**src/rtl/fight_control.sv**
```systemverilog
// Turn-based fight scene controller: option menu, attack animations
// and tick-paced HP reduction for two players.
module fight_control #(
    parameter int MAX_HP     = 200,
    parameter int ANIM_TICKS = 30,
    parameter int P2_DMG     = 15
) (
    input  logic       clk,
    input  logic       rst_n,
    input  logic       tick,
    input  logic       start,
    input  logic       key_up,
    input  logic       key_down,
    input  logic       key_left,
    input  logic       key_right,
    input  logic       key_enter,
    output logic [5:0] fight_state,
    output logic [3:0] option_state,
    output logic [7:0] p1_cur_hp,
    output logic [7:0] p2_cur_hp,
    output logic [1:0] winner,
    output logic       fight_done
);

    typedef enum logic [2:0] {
        IDLE     = 3'd0,
        MENU     = 3'd1,
        CHOOSE   = 3'd2,
        ANIM_P1  = 3'd3,
        ANIM_P2  = 3'd4,
        HPRED_P1 = 3'd5,
        HPRED_P2 = 3'd6,
        END      = 3'd7
    } state_t;

    localparam int CW = (ANIM_TICKS > 1) ? $clog2(ANIM_TICKS) : 1;
    localparam logic [CW-1:0] TICK_LAST = CW'(ANIM_TICKS - 1);
    localparam logic [7:0] HP_FULL = 8'(MAX_HP);
    localparam logic [7:0] P2_HIT = 8'(P2_DMG);

    state_t        state;
    logic [CW-1:0] tick_cnt;
    logic [7:0]    skill_dmg;
    logic [7:0]    rem_dmg;

    // Grid move for one navigation key; moves off the grid are dropped.
    function automatic logic [3:0] nav(
        input logic [3:0] o,
        input logic       up,
        input logic       down,
        input logic       left,
        input logic       right
    );
        nav = o;
        if (up) begin
            if (o == 4'd3) nav = 4'd1;
            else if (o == 4'd4) nav = 4'd2;
        end else if (down) begin
            if (o == 4'd1) nav = 4'd3;
            else if (o == 4'd2) nav = 4'd4;
        end else if (left) begin
            if (o == 4'd2) nav = 4'd1;
            else if (o == 4'd4) nav = 4'd3;
        end else if (right) begin
            if (o == 4'd1) nav = 4'd2;
            else if (o == 4'd3) nav = 4'd4;
        end
    endfunction

    // Skill damage is ten points per grid position.
    function automatic logic [7:0] dmg_of(input logic [3:0] o);
        case (o)
            4'd1:    dmg_of = 8'd10;
            4'd2:    dmg_of = 8'd20;
            4'd3:    dmg_of = 8'd30;
            4'd4:    dmg_of = 8'd40;
            default: dmg_of = 8'd0;
        endcase
    endfunction

    // The state register itself is the registered scene code.
    assign fight_state = {3'b000, state};

    // Fight sequencer; all outputs are flops updated here.
    always_ff @(posedge clk) begin
        if (!rst_n) begin
            state        <= IDLE;
            option_state <= 4'd0;
            p1_cur_hp    <= 8'd0;
            p2_cur_hp    <= 8'd0;
            winner       <= 2'd0;
            fight_done   <= 1'b0;
            tick_cnt     <= '0;
            skill_dmg    <= 8'd0;
            rem_dmg      <= 8'd0;
        end else begin
            unique case (state)
                IDLE: begin
                    if (start) begin
                        p1_cur_hp    <= HP_FULL;
                        p2_cur_hp    <= HP_FULL;
                        winner       <= 2'd0;
                        option_state <= 4'd1;
                        state        <= MENU;
                    end
                end
                MENU: begin
                    if (key_enter) begin
                        if (option_state == 4'd1) state <= CHOOSE;
                    end else begin
                        option_state <= nav(option_state, key_up,
                                            key_down, key_left, key_right);
                    end
                end
                CHOOSE: begin
                    if (key_enter) begin
                        skill_dmg    <= dmg_of(option_state);
                        tick_cnt     <= '0;
                        option_state <= 4'd0;
                        state        <= ANIM_P1;
                    end else begin
                        option_state <= nav(option_state, key_up,
                                            key_down, key_left, key_right);
                    end
                end
                ANIM_P1: begin
                    if (tick) begin
                        if (tick_cnt == TICK_LAST) begin
                            rem_dmg <= skill_dmg;
                            state   <= HPRED_P2;
                        end else begin
                            tick_cnt <= tick_cnt + CW'(1);
                        end
                    end
                end
                ANIM_P2: begin
                    if (tick) begin
                        if (tick_cnt == TICK_LAST) begin
                            rem_dmg <= P2_HIT;
                            state   <= HPRED_P1;
                        end else begin
                            tick_cnt <= tick_cnt + CW'(1);
                        end
                    end
                end
                HPRED_P2: begin
                    if (tick) begin
                        rem_dmg <= (rem_dmg != 8'd0) ? rem_dmg - 8'd1 : 8'd0;
                        if (p2_cur_hp <= 8'd1) begin
                            p2_cur_hp  <= 8'd0;
                            winner     <= 2'd1;
                            fight_done <= 1'b1;
                            state      <= END;
                        end else begin
                            p2_cur_hp <= p2_cur_hp - 8'd1;
                            if (rem_dmg <= 8'd1) begin
                                tick_cnt <= '0;
                                state    <= ANIM_P2;
                            end
                        end
                    end
                end
                HPRED_P1: begin
                    if (tick) begin
                        rem_dmg <= (rem_dmg != 8'd0) ? rem_dmg - 8'd1 : 8'd0;
                        if (p1_cur_hp <= 8'd1) begin
                            p1_cur_hp  <= 8'd0;
                            winner     <= 2'd2;
                            fight_done <= 1'b1;
                            state      <= END;
                        end else begin
                            p1_cur_hp <= p1_cur_hp - 8'd1;
                            if (rem_dmg <= 8'd1) begin
                                option_state <= 4'd1;
                                state        <= MENU;
                            end
                        end
                    end
                end
                END: begin
                    if (key_enter) begin
                        option_state <= 4'd0;
                        fight_done   <= 1'b0;
                        state        <= IDLE;
                    end
                end
                default: state <= IDLE;
            endcase
        end
    end

endmodule

```
**config.mk**
```make
export PLATFORM = sky130hd
export DESIGN_NAME = fight_control
export DESIGN_NICKNAME = d
export VERILOG_FILES = /design/src/rtl/fight_control.sv
export SDC_FILE = /design/constraint.sdc
export NUM_CORES = 1
export LEC_CHECK = 0
export CORE_UTILIZATION = 33
export DETAILED_ROUTE_END_ITERATION = 10
export PLACE_DENSITY = 0.53
export SYNTH_ARGS = -nofsm -noshare
export SYNTH_HDL_FRONTEND = slang
export SYNTH_SLANG_ARGS = --single-unit
export TNS_END_PERCENT = 5
```
**constraint.sdc**
```tcl
create_clock -name clk -period 2.05 [get_ports clk]
set_input_delay 0.205 -clock clk [delete_from_list [all_inputs] [get_ports clk]]
set_output_delay 0.205 -clock clk [all_outputs]
set_load 0.01 [all_outputs]
```
==> impl_metrics.toml, run 1 <==
[critical_path]
timing.reg2reg.setup_slack_ps = 60
r2r-end = "fight_done"
crit_fanout = 5
worstSetupEndpoint = "fight_done"
crit_path_start = "p1_cur_hp[7]"
critPathArrivalTime_ps = 2180
worstSetupPathType = "register to register"
reg2reg_depth = 5
timing.critical_path.to_type = "register"
critical_path_required_ps = 2240
critical_path.reg2reg.startpoint = "p1_cur_hp[7]"
startpoint_type = "register"

[global_route]
gr-usage-all-layers = 0.191
grt_pass1_wl_mm = 13.8
gr_ovfl_total = 0
grt_start_max_net_pins = 18
grt_pass1_vias = 2814
grt_antenna_before_repair = 0

[timing]
fin_crit_period_ps = 1990
slew_headroom = 0.575
post-route-worst-setup-slack_ps = 60.7
worstMarginPinSlew_ps = 632
fmax_mhz = 503
timing.final.setup_violations = 0
grt_setup_unrepaired = "true"
count_of_pins_over_their_slew_limit = 0
worst_clock_skew_ps = 4.35
final_hold_viol_count = 0
hold_slack_ps = 452
layout_worst_path_cycle_share = 0.970

[drt]
drc = 0
via_per_inst = 5.43
routed_wire_length_per_instance_um = 14.8
drt.antenna.violating_nets = 0
num_vias = 2991
detailedRoute.firstIterationViolations = 229
drt_pass1_iterations = 4
routed_wirelength_mm = 8.16

[clock_tree]
worstSkewPairLatency_ps = 290
clockRootBuffer = "sky130_fd_sc_hd__clkbuf_8"
post_cts_hold_buffer_count = 0
h-tree-depth = 2
cts_tree = "done"
clk_pin_slew_ps = 80
tritoncts.num_buffers = 5
cts_max_path_buffers = 2
cts_sinks = 43
postCtsSetupBuffers = 0
ctsResizeCount = 0

[floorplanning]
die_width_um = 95.8
row_count = 33
floorplan.initialDensity = 0.346
io_pins = 38
fp.dieH_um = 95.8
core_area_um2 = 8380
die_area_um2 = 9170

[placement]
last_weighted_congestion_value_of_the_routability_driven_placer = 0.824
place_hpwl_mm = 6.19
placed_cell_area_um2 = 3650
dpl_worst_slack_ps = 1.70
port-buffer-count = 34

[cells_and_area]
share_of_layout_cells_above_drive_strength_1 = 0.168
design_area_um2 = 3750
final_cell_mix = "sky130_fd_sc_hd__buf_4, sky130_fd_sc_hd__nor2_1, sky130_fd_sc_hd__dfxtp_1"
final_net_count = 464
synthToLayoutAreaGrowth_pct = 29.1
count_of_antenna_diodes_in_the_layout = 0
utilization_of_the_core_after_routing = 0.447
layout.cells.most_common = "sky130_fd_sc_hd__buf_4"

[logic_synthesis]
synthCells = 377
ys_ff_latch = 43
post_synth_num_cell_types = 71
main_synth_ff_type = "sky130_fd_sc_hd__dfxtp_1"
synth_warnings = 0
synth_edf_count = 0
synth_cell_area_um2 = 2900
seq_area_frac_synth = 0.297
syn_area_per_cell_um2 = 7.70
asyncSetResetFlopFracSynth = 0

[power]
ir_drop_uv = 556
cellLeakagePower_nw = 1.42
pwr_density_cell_nw_per_um2 = 947
overall_power_after_layout_mw = 3.55

[run]
cap_viol_max_count = 0

[min_path]
worstHoldPathType = "register to register"

[status]
status = "finished, final reports clean"
==> area by class of cell <==
type,count,area (um^2)
Fill cell,891,4640
Multi-Input combinational cell,299,1890
Sequential cell,43,863
Timing Repair Buffer,83,721
Tap cell,105,131
Clock buffer,6,82.6
Inverter,14,52.6
Clock inverter,1,5.00
==> worst min-delay path by stage <==
| stage | start | end | slack [ps] | cells past startpoint |
|---|---|---|---|---|
| 3_5_place_dp | skill_dmg[1] | skill_dmg[1] | 440 | 2 |
| 3_3_place_gp | skill_dmg[1] | skill_dmg[1] | 440 | 2 |
| 4_1_cts | skill_dmg[1] | skill_dmg[1] | 460 | 2 |
| 6_report | skill_dmg[3] | skill_dmg[3] | 450 | 2 |
| 2_1_floorplan | skill_dmg[5] | skill_dmg[5] | 430 | 2 |
| 5_1_grt | skill_dmg[1] | skill_dmg[1] | 480 | 2 |
==> Yosys cell counts (all sizes together) (2+ instances only) <==
library cell | instances | area [um^2]
xnor2 | 5 | 43.8
dfxtp | 43 | 861
nor3 | 18 | 95.1
o21ai | 15 | 75.1
nand2 | 27 | 101
a21boi | 3 | 22.5
nand3b | 4 | 30.0
and3b | 3 | 26.3
and2 | 4 | 27.5
buf | 11 | 62.6
a211oi | 5 | 47.5
a221oi | 2 | 17.5
clkbuf | 12 | 45.0
a311oi | 2 | 17.5
nor4 | 5 | 31.3
nand3 | 15 | 75.1
nand4b | 4 | 35.0
xor2 | 7 | 61.3
o32ai | 4 | 35.0
a31o | 3 | 26.3
a22oi | 2 | 15.0
nand4 | 4 | 25.0
o21a | 3 | 22.5
o211ai | 2 | 15.0
nor2 | 44 | 165
and3 | 6 | 37.5
a31oi | 8 | 50.1
inv | 14 | 52.6
mux2i | 4 | 40.0
nor3b | 3 | 22.5
nand2b | 2 | 12.5
or4 | 2 | 18.8
ha | 9 | 113
o31ai | 5 | 37.5
a21o | 2 | 15.0
nor4b | 2 | 17.5
a21oi | 34 | 174
or3b | 2 | 17.5
nor2b | 8 | 50.1
a32oi | 2 | 17.5
or3 | 7 | 48.8
a21bo | 2 | 20.0
==> where the power goes <==
group | internal (mW) | switching, mW | leakage (nW)
clock network | 0.265 | 0.295 | 0.0470
logic | 0.923 | 0.966 | 1.03
registers | 0.950 | 0.147 | 0.351
==> sequential cells by signal (all words and copies together), names as in the netlist <==
register and cells:
p1_cur_hp 8, tick_cnt 5, rem_dmg 8, p2_cur_hp 8, skill_dmg 4, option_state 4, winner 2, fight_done 1
state 3
==> through the flow <==
stage,std cells,setup TNS (ps)
2_1_floorplan,379,0
3_3_place_gp,544,0
3_5_place_dp,544,0
4_1_cts,551,0
5_1_grt,551,-1.61
6_report,551,0
==> cells by family (layout without fill, tap and decap cells) <==
| kind of cell | count (synthesis) | after routing | share of synthesized area |
|---|---|---|---|
| flops | 43 | 43 | 0.297 |
| other cells | 1 | 3 | 0.00129 |
| buf+inv | 37 | 104 | 0.0552 |
| simple gates | 163 | 163 | 0.297 |
| mux | 5 | 5 | 0.0177 |
| xor+xnor | 12 | 12 | 0.0362 |
| fa+ha+maj | 9 | 9 | 0.0388 |
| compound gates | 107 | 107 | 0.257 |
==> worst max-delay path, stage by stage, from the launching register on <==
cell,delay [ps]
sky130_fd_sc_hd__dfxtp_1,320
sky130_fd_sc_hd__or4_4,540
sky130_fd_sc_hd__or3_4,390
sky130_fd_sc_hd__a2111oi_4,360
sky130_fd_sc_hd__mux2i_1,220
sky130_fd_sc_hd__nor2_1,50
==> layer usage <==
metal | vias to the layer above | part of all wire | track usage
li1 | 1517 | - | -
met4 | 0 | 0.0080 | 0.0386
met1 | 1411 | 0.48 | 0.269
met3 | 4 | 0.049 | 0.0300
met2 | 59 | 0.46 | 0.309
met5 | - | 0 | 0
Power figures use the tool's default switching activity.
==> run 2: changes to the inputs <==
--- a/config.mk
+++ b/config.mk
@@ -6,6 +6,8 @@
 export NUM_CORES = 1
 export LEC_CHECK = 0
 export CORE_UTILIZATION = 33
+export CTS_BUF_LIST = sky130_fd_sc_hd__clkbuf_16
+export CTS_CLUSTER_SIZE = 40
 export DETAILED_ROUTE_END_ITERATION = 10
 export PLACE_DENSITY = 0.53
 export SYNTH_ARGS = -nofsm -noshare
==> impl_metrics.toml, run 2 (same netlist as run 1, synthesis figures left out) <==
[status]
status = "finished, final reports clean"

[critical_path]
crit_fanout = 5
critical_path.reg2reg.startpoint = "p1_cur_hp[7]"
critPathArrivalTime_ps = 2160
crit_path_start = "p1_cur_hp[7]"
timing.critical_path.buf_inv = 0
critical-path-slowest-cell = "sky130_fd_sc_hd__or4_4"
worstPathCellList = "or4_4, or3_4, a2111oi_4, mux2i_1, nor2_1"
worstSetupPathType = "register to register"
critical_path.top_delay_family = "simple AND/OR/NAND/NOR gates"
startpoint_type = "register"
timing.critical_path.to_type = "register"
crit_path_max_incr_delay_ps = 540
critical_path_required_ps = 2220

[drt]
routed_wire_length_per_instance_um = 14.9
drt.antenna.violating_nets = 0
drt_pass1_iterations = 4
drc = 0
routed_wirelength_mm = 8.20
detailedRoute.firstIterationViolations = 192
via_per_inst = 5.53
num_vias = 3045

[timing]
post_route_setup_tns_ps = 0
post-route-worst-setup-slack_ps = 59.9
final_hold_viol_count = 0
slew_headroom = 0.565
grt_setup_unrepaired = "false"
worst_clock_skew_ps = 4.86
layout_worst_path_cycle_share = 0.971
fin_crit_period_ps = 1990
timing.final.setup_violations = 0
worstMarginPinSlew_ps = 646
fmax_mhz = 502
count_of_pins_over_their_slew_limit = 0

[global_route]
gr-usage-all-layers = 0.190
grt_pass1_vias = 2805
grt_start_max_net_pins = 18
gr_ovfl_total = 0
grt_antenna_before_repair = 0
grt_pass1_wl_mm = 13.7

[floorplanning]
die_area_um2 = 9170
io_pins = 38
core_area_um2 = 8380
die_width_um = 95.8
row_count = 33
floorplan.initialDensity = 0.346
fp.dieH_um = 95.8

[min_path]
startpoint_of_the_lowest_slack_hold_path = "skill_dmg[3]"
worstHoldPathType = "register to register"

[cells_and_area]
layout.cells.non_filler = 551
utilization_of_the_core_after_routing = 0.452
layout.cells.most_common = "sky130_fd_sc_hd__buf_4"
final_cell_mix = "sky130_fd_sc_hd__buf_4, sky130_fd_sc_hd__nor2_1, sky130_fd_sc_hd__dfxtp_1"
share_of_layout_cells_above_drive_strength_1 = 0.164
synthToLayoutAreaGrowth_pct = 30.7
reg.largest.list = "p1_cur_hp (8), p2_cur_hp (8), rem_dmg (8)"
count_of_antenna_diodes_in_the_layout = 0
final_net_count = 464

[clock_tree]
cts_tree = "done"
cts_sinks = 43
tritoncts.num_buffers = 5
postCtsSetupBuffers = 0
post_cts_hold_buffer_count = 0
clockRootBuffer = "sky130_fd_sc_hd__clkbuf_16"
worstSkewPairLatency_ps = 280
h-tree-depth = 2
cts_max_path_buffers = 2
clk_pin_slew_ps = 60

[power]
ir_drop_uv = 588
cellLeakagePower_nw = 1.44
pwr_density_cell_nw_per_um2 = 989

[placement]
last_weighted_congestion_value_of_the_routability_driven_placer = 0.824
place_hpwl_mm = 6.19
dpl_worst_slack_ps = 1.70
port-buffer-count = 34
placed_cells = 544

[run]
cap_viol_max_count = 0
==> run 2: per-layer routing <==
layer	wire length (um)	track usage	up-vias
met1	3980	0.268	1455
met5	0	0	-
met2	3780	0.309	62
li1	-	-	1524
met3	374	0.0300	4
met4	61	0.0348	0
==> run 2: area by class of cell <==
type / count / area [um^2]
clock inverters: 2 / 8.76
repair buffers: 83 / 721
well taps: 105 / 131
clock buffers: 5 / 125
multi-input cells: 299 / 1890
flip-flops and latches: 43 / 862
inverters: 14 / 52.6
fillers: 884 / 4590
==> run 2: where the power goes <==
part           internal (mW)  switching [mW]
logic                  0.923           0.969
registers              0.951           0.148
clock network          0.439           0.321
==> run 2: path summary, 6_finish.rpt <==
| check | endpoint | slack [ps] | depth (start not counted) |
|---|---|---|---|
| hold / removal | skill_dmg[3] | 450 | 2 |
| setup / recovery | fight_done | 60 | 5 |
| hold reg to reg | skill_dmg[3] | 450 | 2 |
| setup reg to reg | fight_done | 60 | 5 |
==> run 2: repair_timing <==
item / 4_1_cts / 5_1_grt
gates resized for setup: 0 / 2
hold endpoints to repair: 0 / 0
setup endpoints to repair: 0 / 4
==> run 2: worst reg2reg max path, stage by stage, from the launching register on <==
cell                        delay [ps]
sky130_fd_sc_hd__dfxtp_1           320
sky130_fd_sc_hd__or4_4             540
sky130_fd_sc_hd__or3_4             390
sky130_fd_sc_hd__a2111oi_4         360
sky130_fd_sc_hd__mux2i_1           220
sky130_fd_sc_hd__nor2_1             50
==> run 2: per-stage QoR <==
step / cell area, um^2 / hold slack [ps] / power (mW)
CTS: 3790 / 453 / 3.77
finish: 3790 / 449 / 3.75
floorplan: 2910 / 432 / 2.26
global placement: 3650 / 445 / 2.99
global route: 3790 / 472 / 4.03
detailed placement: 3650 / 445 / 3.00
==> run 3: changes to the inputs <==
--- a/config.mk
+++ b/config.mk
@@ -9,7 +9,7 @@
 export CTS_BUF_LIST = sky130_fd_sc_hd__clkbuf_16
 export CTS_CLUSTER_SIZE = 40
 export DETAILED_ROUTE_END_ITERATION = 10
-export PLACE_DENSITY = 0.53
+export SLEW_MARGIN = 5
 export SYNTH_ARGS = -nofsm -noshare
 export SYNTH_HDL_FRONTEND = slang
 export SYNTH_SLANG_ARGS = --single-unit
==> impl_metrics.toml, run 3 (same netlist as run 1, synthesis figures left out) <==
[status]
status = "finished, final reports clean"

[global_route]
gr_ovfl_total = 0
grt_start_max_net_pins = 16
gr-usage-all-layers = 0.189
grt_antenna_before_repair = 0
grt_pass1_vias = 2916
grt_pass1_wl_mm = 13.7

[clock_tree]
h-tree-depth = 2
worstSkewPairLatency_ps = 290
cts_sinks = 43
tritoncts.num_buffers = 5
post_cts_hold_buffer_count = 0
cts_tree = "done"
clk_pin_slew_ps = 60
postCtsSetupBuffers = 0
ctsResizeCount = 0
cts_max_path_buffers = 2
clockRootBuffer = "sky130_fd_sc_hd__clkbuf_16"

[run]
cap_viol_max_count = 0

[timing]
final_hold_viol_count = 0
grt_setup_unrepaired = "false"
slew_headroom = 0.589
fmax_mhz = 519
fin_crit_period_ps = 1930
worstMarginPinSlew_ps = 610
count_of_pins_over_their_slew_limit = 0
worst_clock_skew_ps = 5.33
post_route_setup_tns_ps = 0
timing.final.setup_violations = 0
layout_worst_path_cycle_share = 0.940
post-route-worst-setup-slack_ps = 123

[placement]
placed_cell_area_um2 = 3550
dpl_worst_slack_ps = 4.93
place_hpwl_mm = 6.02
port-buffer-count = 34
placed_cells = 532
last_weighted_congestion_value_of_the_routability_driven_placer = 0.868

[floorplanning]
die_width_um = 95.8
floorplan.initialDensity = 0.346
die_area_um2 = 9170
io_pins = 38
fp.dieH_um = 95.8
core_area_um2 = 8380
row_count = 33

[cells_and_area]
final_net_count = 452
reg.largest.list = "p1_cur_hp (8), p2_cur_hp (8), rem_dmg (8)"
layout.cells.most_common = "sky130_fd_sc_hd__nor2_1"
fillerInstances = 861
area_of_combinational_cells_with_multiple_inputs_um2 = 1900
share_of_layout_cells_above_drive_strength_1 = 0.149
synthToLayoutAreaGrowth_pct = 27.6
count_of_antenna_diodes_in_the_layout = 0
layout.cells.non_filler = 540
regArea_um2 = 866
design_area_um2 = 3700
final_cell_mix = "sky130_fd_sc_hd__nor2_1, sky130_fd_sc_hd__dfxtp_1, sky130_fd_sc_hd__buf_4"

[critical_path]
worstPathCellList = "or4_4, or3_4, a2111oi_4, mux2i_1, nor2_1"
startpoint_type = "register"
crit_fanout = 5
critical-path-slowest-cell = "sky130_fd_sc_hd__or4_4"
worstSetupPathType = "register to register"
timing.critical_path.to_type = "register"
crit_path_max_incr_delay_ps = 540
critical_path_required_ps = 2230
critPathArrivalTime_ps = 2110

[drt]
drc = 0
num_vias = 2967
routed_wirelength_mm = 8.01
via_per_inst = 5.49
drt_pass1_iterations = 4
detailedRoute.firstIterationViolations = 225
routed_wire_length_per_instance_um = 14.8
drt.antenna.violating_nets = 0

[min_path]
worstHoldPathType = "register to register"

[power]
ir_drop_uv = 630
cellLeakagePower_nw = 1.39
pwr_density_cell_nw_per_um2 = 999
## run 3: area by class of cell
class                   instances  share of cell area
flip-flops and latches         43               0.234
clock inverters                 3             0.00338
inverters                      14              0.0142
well taps                     105              0.0355
clock buffers                   5              0.0338
repair buffers                 71               0.167
multi-input cells             299               0.512
## run 3: worst paths after layout
check / from / endpoint / slack [ps] / cells after the start
setup reg to reg: p1_cur_hp[7] / fight_done / 120 / 5
hold / removal: skill_dmg[4] / skill_dmg[4] / 460 / 2
hold reg to reg: skill_dmg[4] / skill_dmg[4] / 460 / 2
setup / recovery: p1_cur_hp[7] / fight_done / 120 / 5
## run 3: layer usage
layer / wire, um / global-route usage
met1: 3900 / 0.266
met2: 3620 / 0.295
met3: 391 / 0.0284
met4: 104 / 0.0647
met5: 0 / 0
## run 3: critical path, delay by kind of cell (launching register included)
family / cells / cell delay [ps]
AO/OA/AOI/OAI: 1 / 320
flip-flops: 1 / 310
multiplexers: 1 / 220
AND/OR/NAND/NOR: 3 / 980
## run 3: power breakdown
group / internal [mW] / total [mW] / switching (mW)
clock: 0.441 / 0.765 / 0.324
combinational: 0.871 / 1.82 / 0.949
sequential: 0.952 / 1.11 / 0.161
## run 3: through the flow
step                      total power, mW   util  hold slack [ps]
after floorplan                      2.26      -              432
after detailed placement             2.92  0.424              450
after CTS                            3.70  0.440              457
after global routing                 3.97  0.442              485
after global placement               2.90  0.424              441
final                                3.70  0.442              457
